--- config.mk ---
export PLATFORM = sky130hd
export DESIGN_NAME = rsa_job_sequencer
export DESIGN_NICKNAME = d
export VERILOG_FILES = /design/src/rtl/rsa_pkg.sv /design/src/rtl/rsa_seq_fifo.sv /design/src/rtl/rsa_job_sequencer.sv
export SDC_FILE = /design/constraint.sdc
export NUM_CORES = 1
export LEC_CHECK = 0
export ABC_AREA = 1
export CAP_MARGIN = 5
export CORE_MARGIN = 2
export CORE_UTILIZATION = 47
export CTS_CLUSTER_DIAMETER = 200
export CTS_CLUSTER_SIZE = 40
export DETAILED_ROUTE_END_ITERATION = 7
export PLACE_DENSITY = 0.83
export SETUP_SLACK_MARGIN = 0.15
export SLEW_MARGIN = 20
export SYNTH_ARGS = -nofsm -noshare
export SYNTH_HDL_FRONTEND = slang
export SYNTH_SLANG_ARGS = --single-unit
--- constraint.sdc ---
create_clock -name clk -period 2.3 [get_ports clk]
set_clock_uncertainty 0.05 [all_clocks]
set_input_delay 0.23 -clock clk [delete_from_list [all_inputs] [get_ports clk]]
set_output_delay 0.23 -clock clk [all_outputs]
set_load 0.01 [all_outputs]
--- src/rtl/rsa_pkg.sv ---
// Shared types and default parameters for the RSA job sequencer front-end.
package rsa_pkg;

   localparam int RSA_DW         = 6;
   localparam int RSA_FIFO_DEPTH = 4;
   localparam int RSA_TIMEOUT    = 255;

   typedef enum logic [2:0] {
      IDLE   = 3'd0,
      CHECK  = 3'd1,
      LAUNCH = 3'd2,
      WAIT   = 3'd3,
      RESP   = 3'd4
   } state_e;

endpackage

--- src/rtl/rsa_seq_fifo.sv ---
// Synchronous count-based FIFO holding plaintext words ahead of the sequencer FSM.
module rsa_seq_fifo #(
   parameter int DW    = 6,
   parameter int DEPTH = 4
) (
   input  logic          clk,
   input  logic          rst,
   input  logic          push,
   input  logic          pop,
   input  logic [DW-1:0] wdata,
   output logic [DW-1:0] rdata,
   output logic          full,
   output logic          empty
);

   localparam int AW = $clog2(DEPTH);

   logic [DW-1:0] mem_q [DEPTH];
   logic [AW-1:0] wr_ptr_q, wr_ptr_d;
   logic [AW-1:0] rd_ptr_q, rd_ptr_d;
   logic [AW:0]   count_q, count_d;
   logic          push_ok, pop_ok;

   assign full    = (count_q == (AW+1)'(DEPTH));
   assign empty   = (count_q == '0);
   assign push_ok = push && !full;
   assign pop_ok  = pop && !empty;
   assign rdata   = mem_q[rd_ptr_q];

   always_comb begin
      wr_ptr_d = wr_ptr_q;
      rd_ptr_d = rd_ptr_q;
      count_d  = count_q;
      if (push_ok) wr_ptr_d = wr_ptr_q + AW'(1);
      if (pop_ok)  rd_ptr_d = rd_ptr_q + AW'(1);
      case ({push_ok, pop_ok})
         2'b10:   count_d = count_q + (AW+1)'(1);
         2'b01:   count_d = count_q - (AW+1)'(1);
         default: count_d = count_q;
      endcase
   end

   always_ff @(posedge clk) begin
      if (rst) begin
         wr_ptr_q <= '0;
         rd_ptr_q <= '0;
         count_q  <= '0;
      end else begin
         wr_ptr_q <= wr_ptr_d;
         rd_ptr_q <= rd_ptr_d;
         count_q  <= count_d;
      end
   end

   // Storage needs no reset: entries are only read once counted valid.
   always_ff @(posedge clk) begin
      if (push_ok) mem_q[wr_ptr_q] <= wdata;
   end

endmodule

--- src/rtl/rsa_job_sequencer.sv ---
// Front-end for the RSA modexp core: queues plaintext, validates each job against the
// loaded key/modulus, launches the core once per word and returns results on a stream.
module rsa_job_sequencer
   import rsa_pkg::*;
#(
   parameter int DW         = RSA_DW,
   parameter int FIFO_DEPTH = RSA_FIFO_DEPTH,
   parameter int TIMEOUT    = RSA_TIMEOUT
) (
   input  logic          clk,
   input  logic          rst,
   input  logic          cfg_we,
   input  logic [DW-1:0] cfg_key,
   input  logic [DW-1:0] cfg_n,
   output logic          cfg_err,
   input  logic          in_valid,
   input  logic [DW-1:0] in_data,
   output logic          in_ready,
   output logic          core_start,
   output logic [DW-1:0] core_data,
   output logic [DW-1:0] core_key,
   output logic [DW-1:0] core_n,
   input  logic          core_done,
   input  logic [DW-1:0] core_result,
   output logic          out_valid,
   output logic [DW-1:0] out_data,
   output logic          out_err,
   input  logic          out_ready,
   output state_e        dbg_state
);

   // Streams use valid/ready: a word transfers on any edge where both are high;
   // the producer holds valid and data stable until that edge.

   localparam int TW = $clog2(TIMEOUT + 1);

   state_e        state_q, state_d;
   logic [DW-1:0] key_q, key_d;
   logic [DW-1:0] n_q, n_d;
   logic          cfg_valid_q, cfg_valid_d;
   logic          cfg_err_q, cfg_err_d;
   logic [DW-1:0] data_q, data_d;
   logic          start_q, start_d;
   logic [TW-1:0] timer_q, timer_d;
   logic          out_valid_q, out_valid_d;
   logic [DW-1:0] out_data_q, out_data_d;
   logic          out_err_q, out_err_d;

   logic [DW-1:0] fifo_rdata;
   logic          fifo_full, fifo_empty;
   logic          job_bad;

   rsa_seq_fifo #(
      .DW    (DW),
      .DEPTH (FIFO_DEPTH)
   ) u_fifo (
      .clk   (clk),
      .rst   (rst),
      .push  (in_valid),
      .pop   (state_q == CHECK),
      .wdata (in_data),
      .rdata (fifo_rdata),
      .full  (fifo_full),
      .empty (fifo_empty)
   );

   assign job_bad = !cfg_valid_q || (key_q == '0) || (n_q < DW'(2)) || (fifo_rdata >= n_q);

   always_comb begin
      state_d     = state_q;
      key_d       = key_q;
      n_d         = n_q;
      cfg_valid_d = cfg_valid_q;
      cfg_err_d   = 1'b0;
      data_d      = data_q;
      start_d     = 1'b0;
      timer_d     = timer_q;
      out_valid_d = out_valid_q;
      out_data_d  = out_data_q;
      out_err_d   = out_err_q;

      // Key/modulus may only change when no job is queued or running.
      if (cfg_we) begin
         if (state_q == IDLE && fifo_empty) begin
            key_d       = cfg_key;
            n_d         = cfg_n;
            cfg_valid_d = 1'b1;
         end else begin
            cfg_err_d = 1'b1;
         end
      end

      case (state_q)
         IDLE: begin
            if (!fifo_empty && !out_valid_q) state_d = CHECK;
         end
         CHECK: begin
            data_d = fifo_rdata;
            if (job_bad) begin
               out_valid_d = 1'b1;
               out_err_d   = 1'b1;
               out_data_d  = '0;
               state_d     = RESP;
            end else begin
               start_d = 1'b1;
               state_d = LAUNCH;
            end
         end
         LAUNCH: begin
            timer_d = '0;
            state_d = WAIT;
         end
         WAIT: begin
            // timer_q == 0 marks the first WAIT cycle, where done may be stale.
            if (timer_q != '0 && core_done) begin
               out_valid_d = 1'b1;
               out_err_d   = 1'b0;
               out_data_d  = core_result;
               state_d     = RESP;
            end else if (timer_q >= TW'(TIMEOUT)) begin
               out_valid_d = 1'b1;
               out_err_d   = 1'b1;
               out_data_d  = '0;
               state_d     = RESP;
            end else begin
               timer_d = timer_q + TW'(1);
            end
         end
         RESP: begin
            if (out_ready) begin
               out_valid_d = 1'b0;
               state_d     = IDLE;
            end
         end
         default: state_d = IDLE;
      endcase
   end

   always_ff @(posedge clk) begin
      if (rst) begin
         state_q     <= IDLE;
         key_q       <= '0;
         n_q         <= '0;
         cfg_valid_q <= 1'b0;
         cfg_err_q   <= 1'b0;
         data_q      <= '0;
         start_q     <= 1'b0;
         timer_q     <= '0;
         out_valid_q <= 1'b0;
         out_data_q  <= '0;
         out_err_q   <= 1'b0;
      end else begin
         state_q     <= state_d;
         key_q       <= key_d;
         n_q         <= n_d;
         cfg_valid_q <= cfg_valid_d;
         cfg_err_q   <= cfg_err_d;
         data_q      <= data_d;
         start_q     <= start_d;
         timer_q     <= timer_d;
         out_valid_q <= out_valid_d;
         out_data_q  <= out_data_d;
         out_err_q   <= out_err_d;
      end
   end

   assign cfg_err    = cfg_err_q;
   assign in_ready   = !fifo_full;
   assign core_start = start_q;
   assign core_data  = data_q;
   assign core_key   = key_q;
   assign core_n     = n_q;
   assign out_valid  = out_valid_q;
   assign out_data   = out_data_q;
   assign out_err    = out_err_q;
   assign dbg_state  = state_q;

endmodule

==> flow_metrics.env <==
export IMPL_clk_latency_ns=0.35
export IMPL_ioPinCount=62
export IMPL_netlist_top_cells_area="dfxtp_1, edfxtp_1, nand2_1"
export IMPL_finalCritPeriodShare=0.930
export IMPL_start_kind="flop"
export IMPL_tightest_slew_ns=0.649
export IMPL_grt_overflow=0
export IMPL_cts_tree="built"
export IMPL_final_hold_viol_count=0
export IMPL_end_kind="flop"
export IMPL_ant_nets=0
export IMPL_grt_antenna_before_repair=0
export IMPL_num_rows=30
export IMPL_syn_inst=383
export IMPL_cts_buffer_depth=2
export IMPL_layout_commonest_cell="nand2_1"
export IMPL_syn_avg_cell_area_um2=8.46
export IMPL_dp_hpwl_um=5350
export IMPL_coreArea_um2=6720
export IMPL_cts_buffers=9
export IMPL_yosysWarnings=0
export IMPL_grt_pass1_vias=2601
export IMPL_yosysTopAreaCell="dfxtp_1"
export IMPL_path_buf_inv=3
export IMPL_cts_sinks=73
export IMPL_synth_nets=427
export IMPL_drv_cap=0
export IMPL_synth_mux_area_frac=0
export IMPL_cts_clk_slew_worst_paths_ns=0.08
export IMPL_swShare=0.346
export IMPL_hold_path_class="flop to flop"
export IMPL_grt_max_degree=37
export IMPL_worstPathArrival_ns=2.34
export IMPL_path_class="flop to flop"
export IMPL_cellPowerDensity_nw_per_um2=1030
export IMPL_worstPathMaxFanout=6
export IMPL_mostFrequentLayoutCells="nand2_1, clkdlybuf4s50_1, nor2_1"
export IMPL_vias=2860
export IMPL_port_buffers=61
export IMPL_wl_per_cell_um=14.3
export IMPL_synth_top_family_by_area="simple AND/OR/NAND/NOR gates"
export IMPL_max_vdd_ir_drop_uv=520
export IMPL_pwr_share_clk=0.219
export IMPL_synth_xor_area_share=0.0135
export IMPL_routed_via_density=5.27
export IMPL_die_y_um=87.0
export IMPL_dieArea_um2=7580
export IMPL_drive_gt1_frac=0.121
export IMPL_seqPwrFrac=0.401
export IMPL_area_delta_synth_final_pct=32.9
export IMPL_cp_slowest_cell="dfxtp_4"
export IMPL_synth_distinct_cells=26
export IMPL_p_leak_uw=0.00175
export IMPL_num_nets_final=502
export IMPL_grt_pass1_wl_um=11600
export IMPL_synth_fa_ha_area_frac=0.0564
export IMPL_required_ns=2.50
export IMPL_p_sw_uw=1530
export IMPL_final_util=0.641
export IMPL_synth_seq_cells=73
export IMPL_yosysSeqAreaShare=0.525
export IMPL_rsz0062_at_grt="yes"
export IMPL_cpMostUsedCell="nand2_1"
export IMPL_fp_dieW_um=87.0
export IMPL_synth_compound_area_share=0.132
export IMPL_gr_usage_all_layers=0.197
export IMPL_min_period_ns=2.14
export IMPL_dr_first_iter_drc_count=157
export IMPL_fmax_mhz=468
export IMPL_combinationalPowerShare=0.380
export IMPL_netlist_area_um2=3240
export IMPL_setup_viol=0
export IMPL_path_delay_family="simple AND/OR/NAND/NOR gates"
export IMPL_ctsRootBufferMaster="clkbuf_8"
export IMPL_synthSimpleGateAreaFrac=0.200
export IMPL_status="completed"
export IMPL_cts_hold_buf=0
export IMPL_maxSlewViolCount=0
export IMPL_relSlewSlack=0.565
export IMPL_start_util=0.482
export IMPL_internal_power_uw=2890
export IMPL_drt_wl_total_um=7750
export IMPL_critPathMaxStageDelay_ns=0.40
export IMPL_gp_congestion=0.864
export IMPL_drtPass1Iterations=5
export IMPL_antennaDiodeCount=0
export IMPL_htree_levels=3
export IMPL_drc_errors=0
export IMPL_path_cells="buf_4, nand2_1, a32oi_1, ha_1, nand2_1, inv_1, nand2_1, nand3_2, buf_6, nand2_8, nand2_2, nand2_1, nor2_1"
export IMPL_synth_top_cell_area_share=0.303
export IMPL_setup_tns_ns=0
## cell type report
type | instances | area [µm²]
inverter | 52 | 205
fill | 529 | 2410
clock inverter | 5 | 57.6
timing repair buffer | 74 | 713
sequential | 73 | 1710
tap | 80 | 100
clock buffer | 11 | 131
multi-input combinational | 248 | 1390
## cells by family (layout without fill, tap and decap cells)
| kind of cell | Yosys count | count (layout) |
|---|---|---|
| fa+ha+maj | 14 | 14 |
| compound gates | 80 | 80 |
| buf+inv | 62 | 142 |
| simple gates | 149 | 149 |
| flops | 73 | 73 |
| xor+xnor | 5 | 5 |
## synth_stat cells
| library cell | instances |
|---|---|
| nand2_1 | 66 |
| nor2_1 | 55 |
| inv_1 | 51 |
| dfxtp_1 | 49 |
| a21oi_1 | 43 |
| o21ai_0 | 28 |
| edfxtp_1 | 24 |
| nand3_1 | 15 |
| ha_1 | 13 |
| clkbuf_1 | 7 |
| a32oi_1 | 5 |
| xor2_1 | 5 |
| a31oi_1 | 3 |
| nor3_1 | 3 |
| buf_2 | 2 |
| nand2_2 | 2 |
| nand2_4 | 2 |
| nor2_8 | 2 |
| a32o_1 | 1 |
| buf_1 | 1 |
| fa_1 | 1 |
| inv_2 | 1 |
| nand4_1 | 1 |
| nor2_2 | 1 |
| nor2_4 | 1 |
| or2_2 | 1 |
## stage by stage
| stage | instances | hold WS, ns | instance area [µm²] | power [µW] | worst slack (ns) |
|---|---|---|---|---|---|
| 2_1_floorplan | 383 | 0.249 | 3240 | 2620 | 0.177 |
| 3_3_place_gp | 521 | 0.387 | 3960 | 3240 | 0.198 |
| 3_5_place_dp | 521 | 0.394 | 3960 | 3300 | 0.0872 |
| 4_1_cts | 537 | 0.406 | 4170 | 4280 | 0.156 |
| 5_1_grt | 543 | 0.427 | 4310 | 4690 | 0.0814 |
| 6_report | 543 | 0.404 | 4310 | 4420 | 0.162 |
## worst min-delay path, delay by kind of cell (launching register included)
| family | cells | cell delay [ns] |
|---|---|---|
| flops | 1 | 0.31 |
| buf+inv | 1 | 0.05 |
| compound gates | 1 | 0.05 |
## final timing paths
| check | cells past startpoint | start | end | slack (ns) |
|---|---|---|---|---|
| max | 13 | flop | out_data[5] | 0.16 |
| min | 2 | out_err | out_err | 0.40 |
| max reg2reg | 13 | flop | out_data[5] | 0.16 |
| min reg2reg | 2 | out_err | out_err | 0.40 |
## flip-flops by register name (all words and copies together) (netlist names), 2 cells and up, named ones only
| name | flops |
|---|---|
| out_data | 6 |
| u_fifo.rd_ptr_q | 2 |
| u_fifo.wr_ptr_q | 2 |
| timer_q | 8 |
| core_n | 6 |
| core_data | 6 |
| dbg_state | 3 |
| core_key | 6 |
| u_fifo.count_q | 3 |
| u_fifo.mem_q | 24 |
## power groups by stage
stage,Sequential [µW],Clock [µW],Combinational (µW)
floorplan,1840,0,782
global placement,1770,0,1460
detailed placement,1780,0,1520
CTS,1760,983,1540
global route,1800,1030,1860
finish,1770,968,1680
## routing by layer
layer  vias up  track usage  part of all wire
met1      1331        0.244              0.44
li1       1398            -                 -
met3        22       0.0464             0.061
met4         0       0.0866             0.029
met2       109        0.327              0.47
met5         -            0                 0
## repair_timing
action / CTS / global route
buffers inserted: 0 / 4
gates cloned: 0 / 2
pin swaps: 0 / 8
gates resized for setup: 6 / 26
setup endpoints to repair: 8 / 11
(Power assumes the default switching activity.)
